File: config.mk
export PLATFORM = sky130hd
export DESIGN_NAME = fdiv_issue_ctrl
export DESIGN_NICKNAME = d
export VERILOG_FILES = /design/src/rtl/fdiv_issue_ctrl.sv
export SDC_FILE = /design/constraint.sdc
export NUM_CORES = 1
export LEC_CHECK = 0
export CORE_MARGIN = 8
export CORE_UTILIZATION = 48
export DETAILED_ROUTE_END_ITERATION = 10
export GPL_TIMING_DRIVEN = 1
export PLACE_DENSITY_LB_ADDON = 0.12
export SYNTH_ARGS = -nofsm -noshare
export SYNTH_HDL_FRONTEND = slang
export SYNTH_SLANG_ARGS = --single-unit
export TNS_END_PERCENT = 100
File: constraint.sdc
create_clock -name clk -period 3.57 [get_ports clk]
set_input_delay 0.714 -clock clk [delete_from_list [all_inputs] [get_ports clk]]
set_output_delay 0.714 -clock clk [all_outputs]
set_load 0.01 [all_outputs]
File: src/rtl/fdiv_issue_ctrl.sv
// Issue/collect controller for a fixed-latency, non-stalling pipelined divider.
// Optional FDIV_WB_BYPASS_EN: an empty FIFO lets a fresh result drive writeback directly.
module fdiv_issue_ctrl #(
  parameter int unsigned LATENCY = 4,
  parameter int unsigned DEPTH   = 4,
  parameter int unsigned TAG_W   = 5
) (
  input  logic             clk,
  input  logic             rst,
  input  logic             req_valid,
  output logic             req_ready,
  input  logic [31:0]      req_a,
  input  logic [31:0]      req_b,
  input  logic [TAG_W-1:0] req_tag,
  output logic [31:0]      div_a,
  output logic [31:0]      div_b,
  output logic             div_en,
  input  logic [31:0]      div_c,
  input  logic             div_ready,
  output logic             wb_valid,
  input  logic             wb_ready,
  output logic [TAG_W-1:0] wb_tag,
  output logic [31:0]      wb_data,
  output logic             busy,
  output logic             proto_err
);

  localparam int unsigned PtrW  = (DEPTH > 1) ? $clog2(DEPTH) : 1;
  localparam int unsigned SumW  = $clog2(DEPTH + LATENCY + 1);
  localparam int unsigned MaskW = $clog2(LATENCY + 1);

  logic [LATENCY-1:0] tv_q, tv_d;
  logic [TAG_W-1:0]   tag_q [LATENCY];
  logic [TAG_W-1:0]   tag_d [LATENCY];
  logic [TAG_W-1:0]   tag_mem_q [DEPTH];
  logic [31:0]        data_mem_q [DEPTH];
  logic [PtrW-1:0]    wptr_q, wptr_d, rptr_q, rptr_d;
  logic [SumW-1:0]    cnt_q, cnt_d, inflight;
  logic [MaskW-1:0]   mask_q, mask_d;
  logic               proto_err_q, proto_err_d;
  logic               fire, rdy_m, cap, push, pop, fifo_nempty;
`ifdef FDIV_WB_BYPASS_EN
  logic               byp;
`endif

  always_comb begin
    inflight = '0;
    for (int i = 0; i < LATENCY; i++) begin
      inflight = inflight + SumW'(tv_q[i]);
    end
    req_ready   = !rst && ((inflight + cnt_q) < SumW'(DEPTH));
    fire        = req_valid && req_ready;
    div_en      = fire;
    div_a       = req_a;
    div_b       = req_b;
    // Stale results from before a reset are ignored until the divider pipe has flushed.
    rdy_m       = div_ready && (mask_q == '0);
    cap         = !rst && rdy_m && tv_q[LATENCY-1];
    fifo_nempty = cnt_q != '0;
    pop         = !rst && fifo_nempty && wb_ready;
`ifdef FDIV_WB_BYPASS_EN
    byp      = cap && !fifo_nempty;
    push     = cap && !(byp && wb_ready);
    wb_valid = !rst && (fifo_nempty || byp);
    wb_tag   = '0;
    wb_data  = '0;
    if (wb_valid) begin
      wb_tag  = fifo_nempty ? tag_mem_q[rptr_q] : tag_q[LATENCY-1];
      wb_data = fifo_nempty ? data_mem_q[rptr_q] : div_c;
    end
`else
    push     = cap;
    wb_valid = !rst && fifo_nempty;
    wb_tag   = wb_valid ? tag_mem_q[rptr_q] : '0;
    wb_data  = wb_valid ? data_mem_q[rptr_q] : '0;
`endif
    busy      = !rst && ((inflight != '0) || fifo_nempty);
    proto_err = proto_err_q;

    tv_d[0]  = fire;
    tag_d[0] = fire ? req_tag : tag_q[0];
    for (int i = 1; i < LATENCY; i++) begin
      tv_d[i]  = tv_q[i-1];
      tag_d[i] = tag_q[i-1];
    end
    wptr_d = push ? wptr_q + PtrW'(1) : wptr_q;
    rptr_d = pop ? rptr_q + PtrW'(1) : rptr_q;
    cnt_d  = cnt_q;
    if (push && !pop) begin
      cnt_d = cnt_q + SumW'(1);
    end else if (pop && !push) begin
      cnt_d = cnt_q - SumW'(1);
    end
    proto_err_d = proto_err_q || (rdy_m != tv_q[LATENCY-1]);
    mask_d      = (mask_q != '0) ? mask_q - MaskW'(1) : mask_q;
  end

  always_ff @(posedge clk) begin
    if (rst) begin
      tv_q        <= '0;
      wptr_q      <= '0;
      rptr_q      <= '0;
      cnt_q       <= '0;
      proto_err_q <= 1'b0;
      mask_q      <= MaskW'(LATENCY);
    end else begin
      tv_q        <= tv_d;
      wptr_q      <= wptr_d;
      rptr_q      <= rptr_d;
      cnt_q       <= cnt_d;
      proto_err_q <= proto_err_d;
      mask_q      <= mask_d;
    end
  end

  // Payload storage needs no reset; validity lives in tv_q and cnt_q.
  always_ff @(posedge clk) begin
    for (int i = 0; i < LATENCY; i++) begin
      tag_q[i] <= tag_d[i];
    end
    if (push) begin
      tag_mem_q[wptr_q]  <= tag_q[LATENCY-1];
      data_mem_q[wptr_q] <= div_c;
    end
  end

endmodule

==> results.py, run 1 <==
metrics = {
    "worst_setup_path": {
        "crit_required_ps": 2860,
        "cp_slowest_stage_delay_ps": 540,
        "path_cells": "fa_1, ha_2, ha_4, ha_4, a31oi_4, nand3b_1, a31oi_2, and2_4, buf_4",
        "r2r_start": "mask_q[0]",
        "crit_path_end_kind": "primary output",
        "worstPathArrival_ps": 2720,
        "crit_path_frequent_cell": "ha_4",
        "crit_type": "flip-flop to primary output",
        "setup.worst_path.start": "tv_q[1]",
        "worst-path-buf-inv": 1,
        "cp-start-kind": "flip-flop",
        "slowest_stage": "fa_1",
        "crit_fanout": 3,
        "critical_path.top_delay_family": "adder cells",
        "r2r_slack_ps": 760,
        "crit_end": "div_en",
        "cp.depth": 9,
        "r2r_end": "cnt_q[3]",
        "rr_worst_depth": 12,
    },
    "drt": {
        "vias": 3515,
        "drtPass1Iterations": 4,
        "drtIter0Drc": 185,
        "viasPerCell": 5.109,
        "wl_per_cell_um": 18.84,
        "drt-total-wl_um": 12960,
        "drc_errors": 0,
        "postRouteAntennaNets": 0,
    },
    "clock_network": {
        "cts.sinks": 186,
        "insertion_delay_ps": 420,
        "path_clk_slew_ps": 60,
        "clockRootBuffer": "clkbuf_16",
        "htreeDepth": 4,
        "cts_buffers": 17,
        "cts_buffer_depth": 2,
        "cts_tree": "done",
    },
    "placement": {
        "place_inst": 654,
        "port_buffers": 83,
        "gp_congestion": 0.7200,
        "dp_hpwl_um": 7737,
        "dp_slack_ps": 14.52,
        "placedInstanceArea_sq_um": 8227,
    },
    "logic_synthesis": {
        "synthFlopType": "edfxtp_1",
        "synth.most_common_cell": "edfxtp_1",
        "synth-seq-cells": 186,
        "synth.mux.area_fraction_pct": 11.80,
        "synth_nets": 542,
        "synth_cell_types": 34,
        "synth_top_family_by_area": "multiplexers",
        "yosys-top-cells-area": "edfxtp_1 61%, mux4_2 9.0%, dfxtp_1 8.8%",
        "yosysSeqAreaShare_pct": 69.63,
        "synth_edf_count": 153,
        "netlist_instances": 421,
        "syn-cell-area_sq_um": 7547,
        "yosys.area_share.adder_pct": 2.686,
        "yosysTopAreaCell": "edfxtp_1",
        "synth_compound_area_share_pct": 0.9450,
        "synth_top_area_share_pct": 60.88,
        "synth-xor-area-share_pct": 0.6963,
        "yosysWarningCount": 0,
        "synthTopCellsByCount": "153 x edfxtp_1, 64 x buf_4, 43 x and2_1",
        "synthSimpleGateAreaFrac_pct": 5.869,
        "avgSynthCellArea_sq_um": 17.93,
        "ys_async_sr_fraction_pct": 0,
    },
    "finish": {
        "finalNonFillerCells": 688,
        "fill_cells": 1206,
        "layout.nets": 580,
        "design_area_sq_um": 8847,
        "antennaDiodeCount": 0,
        "drive_above_1_share_pct": 19.07,
        "area.growth.synth_to_final_pct": 17.22,
    },
    "grt": {
        "grt_pass1_vias": 3800,
        "grt_max_degree": 39,
        "antenna_found_initial": 0,
        "grt-ovfl-total": 0,
        "track_usage_pct": 13.45,
        "grt_pass1_wl_um": 20210,
    },
    "floorplan": {
        "rows": 46,
        "pin_count": 212,
        "initial_utilization_pct": 48.39,
        "core-area_sq_um": 15600,
        "dieHeight_um": 141.4,
        "die_w_um": 141.4,
        "dieArea_sq_um": 19990,
    },
    "timing": {
        "setup_ws_ps": 139.4,
        "max-slew-margin-rel_pct": 77.13,
        "setup_tns_ps": 0,
        "rsz0062_at_grt": "false",
        "report.final.slew_viol_count": 0,
        "finalCritPeriodShare_pct": 96.09,
        "period_minus_slack_ps": 3431,
        "skew_ps": 6.580,
        "finalSetupViolCount": 0,
        "fmax_ghz": 0.2915,
        "tightestPinTransition_ps": 338.3,
        "hold_viol": 0,
    },
    "run": {
        "cap_viol_max_count": 0,
    },
    "power_and_ir_drop": {
        "p_total_w": 0.004736,
        "p_per_area_nw_per_um2": 535.3,
        "peakVddDrop_uv": 319.3,
        "leakagePower_nw": 2.934,
    },
    "min_path": {
        "hold_path.class": "flip-flop to flip-flop",
    },
    "run_status": {
        "status": "finished, final reports clean",
    },
}
## cell usage in the layout, fill, tap and decap left out, types with 2 or more instances in the layout
| master | Yosys | layout |
|---|---|---|
| clkbuf_1 | 4 | 5 |
| buf_4 | 64 | 10 |
| and2_2 | 0 | 4 |
| dfxtp_2 | 0 | 4 |
| fa_1 | 2 | 2 |
| nor2b_1 | 4 | 4 |
| and2_1 | 43 | 38 |
| a21oi_1 | 6 | 6 |
| mux4_1 | 7 | 7 |
| nand3_1 | 2 | 2 |
| nor3_1 | 3 | 3 |
| inv_1 | 8 | 8 |
| dfxtp_1 | 33 | 29 |
| clkbuf_8 | 0 | 2 |
| edfxtp_1 | 153 | 153 |
| mux2i_1 | 2 | 2 |
| ha_1 | 13 | 10 |
| clkdlybuf4s50_1 | 0 | 81 |
| buf_12 | 3 | 6 |
| xnor2_1 | 5 | 5 |
| clkinv_2 | 0 | 3 |
| ha_4 | 0 | 2 |
| nor2_1 | 16 | 16 |
| mux4_2 | 30 | 30 |
| clkbuf_16 | 0 | 18 |
## where the power goes
group	switching [W]	internal (W)	total, W	leakage (nW)
Combinational	0.000246	0.000308	0.000555	1.01
Sequential	0.0000302	0.00239	0.00242	1.65
Clock	0.000725	0.00103	0.00176	0.274
## logic make-up after synthesis
group                    after synthesis
AO/OA/AOI/OAI                         12
XOR/XNOR                               6
adder cells (fa/ha/maj)               15
buffers and inverters                 87
flip-flops                           186
multiplexers                          40
AND/OR/NAND/NOR                       75
## worst min path at each step
stage | from | to | slack [ps] | depth (start not counted)
after detailed placement | tag_q[2][4] | tag_q[3][4] | 310 | 0
final | tag_q[2][0] | tag_q[3][0] | 330 | 0
after global routing | tag_q[2][1] | tag_q[3][1] | 340 | 0
after CTS | tag_q[2][4] | tag_q[3][4] | 330 | 0
after global placement | tag_q[2][0] | tag_q[3][0] | 310 | 0
after floorplan | tag_q[1][0] | tag_q[2][0] | 310 | 0
## layout make-up
class                           count  area (sq um)  share of cell area (%)
Clock buffer                       25         496.7                   5.614
Clock inverter                      7         62.56                  0.7071
Inverter                            8         30.03                  0.3394
Multi-Input combinational cell    148          1717                   19.40
Sequential cell                   186          5260                   59.45
Tap cell                          216         270.3                   3.055
Timing Repair Buffer               98          1011                   11.43
## layer usage
| layer | GRT usage [%] | wire length (um) | vias up |
|---|---|---|---|
| li1 | - | - | 1587 |
| met1 | 15.46 | 5447 | 1788 |
| met2 | 22.21 | 6430 | 109 |
| met3 | 5.276 | 866 | 31 |
| met4 | 5.427 | 219 | 0 |
| met5 | 0 | 0 | - |
## registers in the layout, summed over array words and instances, names as in the netlist, named ones only
name,cells
rptr_q,2
tag_q,20
wptr_q,2
tag_mem_q,20
data_mem_q,128
mask_q,3
cnt_q,4
tv_q,4
proto_err,1
## per-stage QoR
stage          utilization, %  hold WS [ps]
6_report                56.72         325.9
5_1_grt                 56.72         335.6
4_1_cts                 56.50         326.6
3_5_place_dp            52.74         312.1
3_3_place_gp            52.74         310.1
2_1_floorplan               -         309.6
## repair_timing
| item | 4_1_cts | 5_1_grt |
|---|---|---|
| gates resized for setup | 11 | 7 |
| pin swaps | 5 | 7 |
| endpoints found under the setup margin | 2 | 2 |
| setup buffers | 1 | 1 |
| hold buffers | 0 | 0 |
Note: power is estimated with default switching activity, not from simulation.
==> run 2: changes to the inputs <==
--- a/config.mk
+++ b/config.mk
@@ -6,7 +6,7 @@
 export NUM_CORES = 1
 export LEC_CHECK = 0
 export CORE_MARGIN = 8
-export CORE_UTILIZATION = 48
+export CORE_UTILIZATION = 33
 export DETAILED_ROUTE_END_ITERATION = 10
 export GPL_TIMING_DRIVEN = 1
 export PLACE_DENSITY_LB_ADDON = 0.12
==> run 2 against run 1 <==
  * Sequential share of layout area is 0.78 points lower
  * Wire length is 6.3% higher
  * Sequential power hardly changed
  * Die area is 40% higher
  * Fmax is 0.43% lower
  * Critical path depth stayed put
  * Via count is 1.6% lower
  * Flip-flop and latch count stayed put
  * Final cell count is 9.7% higher
  * Largest power group unchanged
==> results.py, run 2 (synthesis gave the netlist of run 1 again) <==
metrics = {
    "run_status": {
        "status": "finished, final reports clean",
    },
    "grt": {
        "grt_pass1_vias": 3814,
        "track_usage_pct": 10.27,
        "grt-ovfl-total": 0,
        "antenna_found_initial": 1,
        "grt_pass1_wl_um": 21860,
        "grt_max_degree": 39,
    },
    "drt": {
        "postRouteAntennaNets": 0,
        "drtIter0Drc": 178,
        "drt-total-wl_um": 13780,
        "drc_errors": 0,
        "drtPass1Iterations": 4,
        "wl_per_cell_um": 18.26,
        "viasPerCell": 4.580,
        "vias": 3458,
    },
    "run": {
        "cap_viol_max_count": 0,
    },
    "worst_setup_path": {
        "crit_type": "flip-flop to primary output",
        "crit_required_ps": 2860,
        "r2r_start": "mask_q[0]",
        "crit_fanout": 3,
        "cp-start-kind": "flip-flop",
        "worstPathArrival_ps": 2730,
        "crit_path_end_kind": "primary output",
        "setup.worst_path.start": "tv_q[1]",
    },
    "finish": {
        "layout_common_cells": "153 x edfxtp_1, 81 x clkdlybuf4s50_1, 38 x and2_1",
        "reg_top3": "data_mem_q (128), tag_mem_q (20), tag_q (20)",
        "largest_reg_flops": 128,
        "design_area_sq_um": 8965,
        "regMostFlops": "data_mem_q",
        "layout_commonest_cell": "edfxtp_1",
        "antennaDiodeCount": 0,
        "area.growth.synth_to_final_pct": 18.78,
        "layout.nets": 578,
        "drive_above_1_share_pct": 19.79,
        "finish.utilization_pct": 39.72,
    },
    "clock_network": {
        "cts_buffer_depth": 2,
        "cts.sinks": 186,
        "cts_buffers": 17,
        "htreeDepth": 4,
        "cts_tree": "done",
        "path_clk_slew_ps": 70,
        "insertion_delay_ps": 420,
        "clockRootBuffer": "clkbuf_16",
        "hold_buffers": 0,
    },
    "timing": {
        "skew_ps": 10.51,
        "tightestPinTransition_ps": 456.5,
        "hold_viol": 0,
        "rsz0062_at_grt": "false",
        "report.final.slew_viol_count": 0,
        "max-slew-margin-rel_pct": 69.57,
        "period_minus_slack_ps": 3446,
        "setup_tns_ps": 0,
        "finalSetupViolCount": 0,
        "finalCritPeriodShare_pct": 96.51,
        "fmax_ghz": 0.2902,
        "hold_slack_ps": 328.3,
    },
    "floorplan": {
        "core-area_sq_um": 22570,
        "pin_count": 212,
        "die_w_um": 167.2,
        "dieArea_sq_um": 27970,
        "rows": 55,
        "initial_utilization_pct": 33.44,
        "dieHeight_um": 167.2,
    },
    "power_and_ir_drop": {
        "p_total_w": 0.004831,
        "p_per_area_nw_per_um2": 538.9,
        "peakVddDrop_uv": 272.8,
        "leakagePower_nw": 2.952,
    },
    "placement": {
        "gp_congestion": 0.7137,
        "dp_hpwl_um": 8248,
        "port_buffers": 83,
        "placedInstanceArea_sq_um": 8310,
    },
    "min_path": {
        "hold_path.startpoint": "tag_q[2][3]",
        "hold_path.class": "flip-flop to flip-flop",
    },
}
## run 2: cell types whose count changed in the layout (fill, tap and decap cells not counted), moves of 3 or more
cell      previous run  this run
inv_6                0         3
clkbuf_1             5         1
inv_8                0         3
buf_4               10         7
## run 2: repair_timing
| action | CTS | global route |
|---|---|---|
| gates resized for setup | 12 | 6 |
| setup endpoints to repair | 2 | 2 |
| setup buffers | 1 | 0 |
| pin swaps | 6 | 7 |
## run 2: stage by stage
stage / setup slack [ps] / cells
after detailed placement: 6.830 / 722
after global placement: 43.16 / 722
after CTS: 32.53 / 755
final: 124.5 / 755
after global routing: 3.266 / 755
after floorplan: 370.1 / 421
## run 2: report_power, final
group          internal, W  total, W  switching [W]
Sequential         0.00239   0.00242      0.0000298
Combinational     0.000307  0.000553       0.000246
Clock              0.00104   0.00186       0.000819
Total              0.00374   0.00483        0.00109
## run 2: final cells by class
class	count	area (sq um)
inverter	8	30.03
multi-input combinational	148	1722
clock buffer	21	504.2
clock inverter	11	92.59
fill	2068	13610
timing repair buffer	96	999.7
sequential	186	5260
tap	285	356.6
## run 2: per-layer routing
layer | track usage (%) | share of wire (%)
met2 | 16.30 | 47
met3 | 4.044 | 6.0
met4 | 3.882 | 1.3
met5 | 0 | 0.073
met1 | 12.49 | 45
## run 2: path summary, 6_finish.rpt
kind | end | slack, ps | cells past startpoint
worst max-delay path | div_en | 120 | 9
worst min-delay path | tag_q[3][3] | 330 | 0
worst max register to register | cnt_q[3] | 790 | 12
worst min register to register | tag_q[3][3] | 330 | 0
## run 2: critical path, cell delays in order, from the launching register on
cell      delay [ps]
dfxtp_2          330
fa_1             530
ha_2             180
ha_4             210
ha_4             240
a31oi_4          190
nand4b_1         140
a31oi_2          210
and2_4           170
buf_6             90
==> run 3: changes to the inputs <==
--- a/config.mk
+++ b/config.mk
@@ -13,4 +13,4 @@
 export SYNTH_ARGS = -nofsm -noshare
 export SYNTH_HDL_FRONTEND = slang
 export SYNTH_SLANG_ARGS = --single-unit
-export TNS_END_PERCENT = 100
+export TNS_END_PERCENT = 20
==> run 3 against run 2 <==
  * Die area is the same
  * Power is essentially flat
  * Global-route usage is essentially flat
  * Flip-flop and latch count is the same
  * Critical endpoint unchanged
  * Largest cell class unchanged
  * Largest power group unchanged
==> results.py, run 3 (synthesis gave the netlist of run 1 again) <==
metrics = {
    "power_and_ir_drop": {
        "leakagePower_nw": 2.952,
        "switchingPower_w": 0.001098,
        "p_per_area_nw_per_um2": 539.3,
        "p_total_w": 0.004834,
        "p_comb_share_pct": 11.4,
        "power_frac_clock_pct": 38.5,
        "p_seq_share_pct": 50.0,
        "peakVddDrop_uv": 273.3,
        "p_int_w": 0.003736,
        "swShare_pct": 22.72,
    },
    "finish": {
        "layout_commonest_cell": "edfxtp_1",
        "regMostFlops": "data_mem_q",
        "fill_cells": 2070,
        "layout_common_cells": "153 x edfxtp_1, 81 x clkdlybuf4s50_1, 38 x and2_1",
        "reg_top3": "data_mem_q (128), tag_mem_q (20), tag_q (20)",
        "area.growth.synth_to_final_pct": 18.77,
        "drive_above_1_share_pct": 19.57,
        "layout.nets": 578,
        "antennaDiodeCount": 0,
        "multiInputGateArea_sq_um": 1722,
        "final-seq-area_sq_um": 5259,
        "largest_reg_flops": 128,
    },
    "floorplan": {
        "rows": 55,
        "core-area_sq_um": 22570,
        "dieArea_sq_um": 27970,
        "dieHeight_um": 167.2,
        "initial_utilization_pct": 33.44,
        "pin_count": 212,
        "die_w_um": 167.2,
    },
    "worst_setup_path": {
        "crit_required_ps": 2860,
        "r2r_end": "cnt_q[3]",
        "r2r_start": "mask_q[0]",
        "rr_worst_depth": 12,
        "worst-path-buf-inv": 1,
        "path_cells": "fa_1, ha_2, ha_4, ha_4, a31oi_4, nand4b_1, a31oi_2, and2_4, buf_6",
        "crit_fanout": 3,
        "setup.worst_path.start": "tv_q[1]",
        "r2r_slack_ps": 780,
        "critical_path.top_delay_family": "adder cells",
        "crit_path_frequent_cell": "ha_4",
        "cp_slowest_stage_delay_ps": 470,
        "cp-start-kind": "flip-flop",
        "crit_path_end_kind": "primary output",
        "worstPathArrival_ps": 2740,
        "crit_type": "flip-flop to primary output",
        "slowest_stage": "fa_1",
    },
    "clock_network": {
        "path_clk_slew_ps": 70,
        "cts_buffers": 17,
        "clockRootBuffer": "clkbuf_16",
        "cts.sinks": 186,
        "insertion_delay_ps": 420,
        "cts_buffer_depth": 2,
        "cts_tree": "done",
        "htreeDepth": 4,
    },
    "timing": {
        "hold_slack_ps": 328.2,
        "rsz0062_at_grt": "true",
        "skew_ps": 9.668,
        "finalSetupViolCount": 0,
        "finalCritPeriodShare_pct": 96.65,
        "report.final.slew_viol_count": 0,
        "fmax_ghz": 0.2898,
        "hold_viol": 0,
        "max-slew-margin-rel_pct": 70.06,
        "period_minus_slack_ps": 3451,
        "tightestPinTransition_ps": 449.1,
    },
    "drt": {
        "viasPerCell": 4.589,
        "drc_errors": 0,
        "drtPass1Iterations": 4,
        "postRouteAntennaNets": 0,
        "vias": 3465,
        "drt-total-wl_um": 13810,
        "wl_per_cell_um": 18.29,
        "drtIter0Drc": 179,
    },
    "min_path": {
        "min_to": "tag_q[3][3]",
        "holdPathStages": 0,
        "hold_path.class": "flip-flop to flip-flop",
        "hold_path.startpoint": "tag_q[2][3]",
    },
    "grt": {
        "track_usage_pct": 10.25,
        "antenna_found_initial": 1,
        "grt_max_degree": 39,
        "grt_pass1_wl_um": 21820,
        "grt-ovfl-total": 0,
        "grt_pass1_vias": 3803,
    },
    "run_status": {
        "status": "finished, final reports clean",
    },
    "run": {
        "cap_viol_max_count": 0,
    },
    "placement": {
        "gp_congestion": 0.7137,
        "port_buffers": 83,
        "dp_hpwl_um": 8248,
    },
}
run 3: cell counts in the layout (fill, tap and decap cells not counted):
No cell type changed its count.
run 3: worst register-to-register path, stage by stage, from the launching register on:
cell	delay (ps)
dfxtp_1	300
inv_1	100
ha_1	180
and2b_1	220
nand3_1	130
nor2_1	280
ha_1	240
inv_1	90
ha_1	330
a21oi_1	200
a211oi_1	110
a31oi_1	170
mux2_2	350
run 3: timing repair:
item | in CTS | in global routing
endpoints found under the setup margin | 2 | 2
gates cloned | 0 | 0
buffers inserted | 1 | 0
hold buffers | 0 | 0
gates resized for setup | 8 | 9
pin swaps | 3 | 6
run 3: power by group through the flow:
stage / logic [W] / registers [W] / clock network, W
6_report: 0.000553 / 0.00242 / 0.00186
5_1_grt: 0.000611 / 0.00242 / 0.00202
4_1_cts: 0.000563 / 0.00242 / 0.00193
3_5_place_dp: 0.000560 / 0.00247 / 0
3_3_place_gp: 0.000553 / 0.00246 / 0
2_1_floorplan: 0.000386 / 0.00246 / 0
run 3: through the flow:
| stage | util, % | area, sq um | TNS, ps | cells | setup slack, ps |
|---|---|---|---|---|---|
| CTS | 39.51 | 8917 | -34.36 | 755 | -34.36 |
| floorplan | - | 7547 | 0 | 421 | 370.1 |
| detailed placement | 36.82 | 8310 | 0 | 722 | 6.830 |
| finish | 39.71 | 8964 | 0 | 755 | 119.4 |
| global placement | 36.82 | 8310 | 0 | 722 | 43.16 |
| global route | 39.71 | 8964 | -6.445 | 755 | -6.445 |
run 3: cell type report:
type | instances | share of cell area (%)
clock buffer | 21 | 5.625
clock inverter | 11 | 1.033
inverter | 8 | 0.3350
multi-input combinational | 148 | 19.21
sequential | 186 | 58.67
tap | 285 | 3.978
timing repair buffer | 96 | 11.15
run 3: worst max path at each step:
stage	slack [ps]	end	cells past startpoint
2_1_floorplan	370	div_en	8
3_3_place_gp	40	div_en	9
4_1_cts	-30	req_ready	9
3_5_place_dp	7	div_en	9
5_1_grt	-6	div_en	9
6_report	120	div_en	9
run 3: routing by layer:
metal  routed length [um]  vias up  track usage [%]
li1                     -     1587                -
met1                 6247     1753            12.50
met2                 6538       91            16.21
met3                  841       32            4.044
met4                  164        2            3.882
met5                   13        -                0
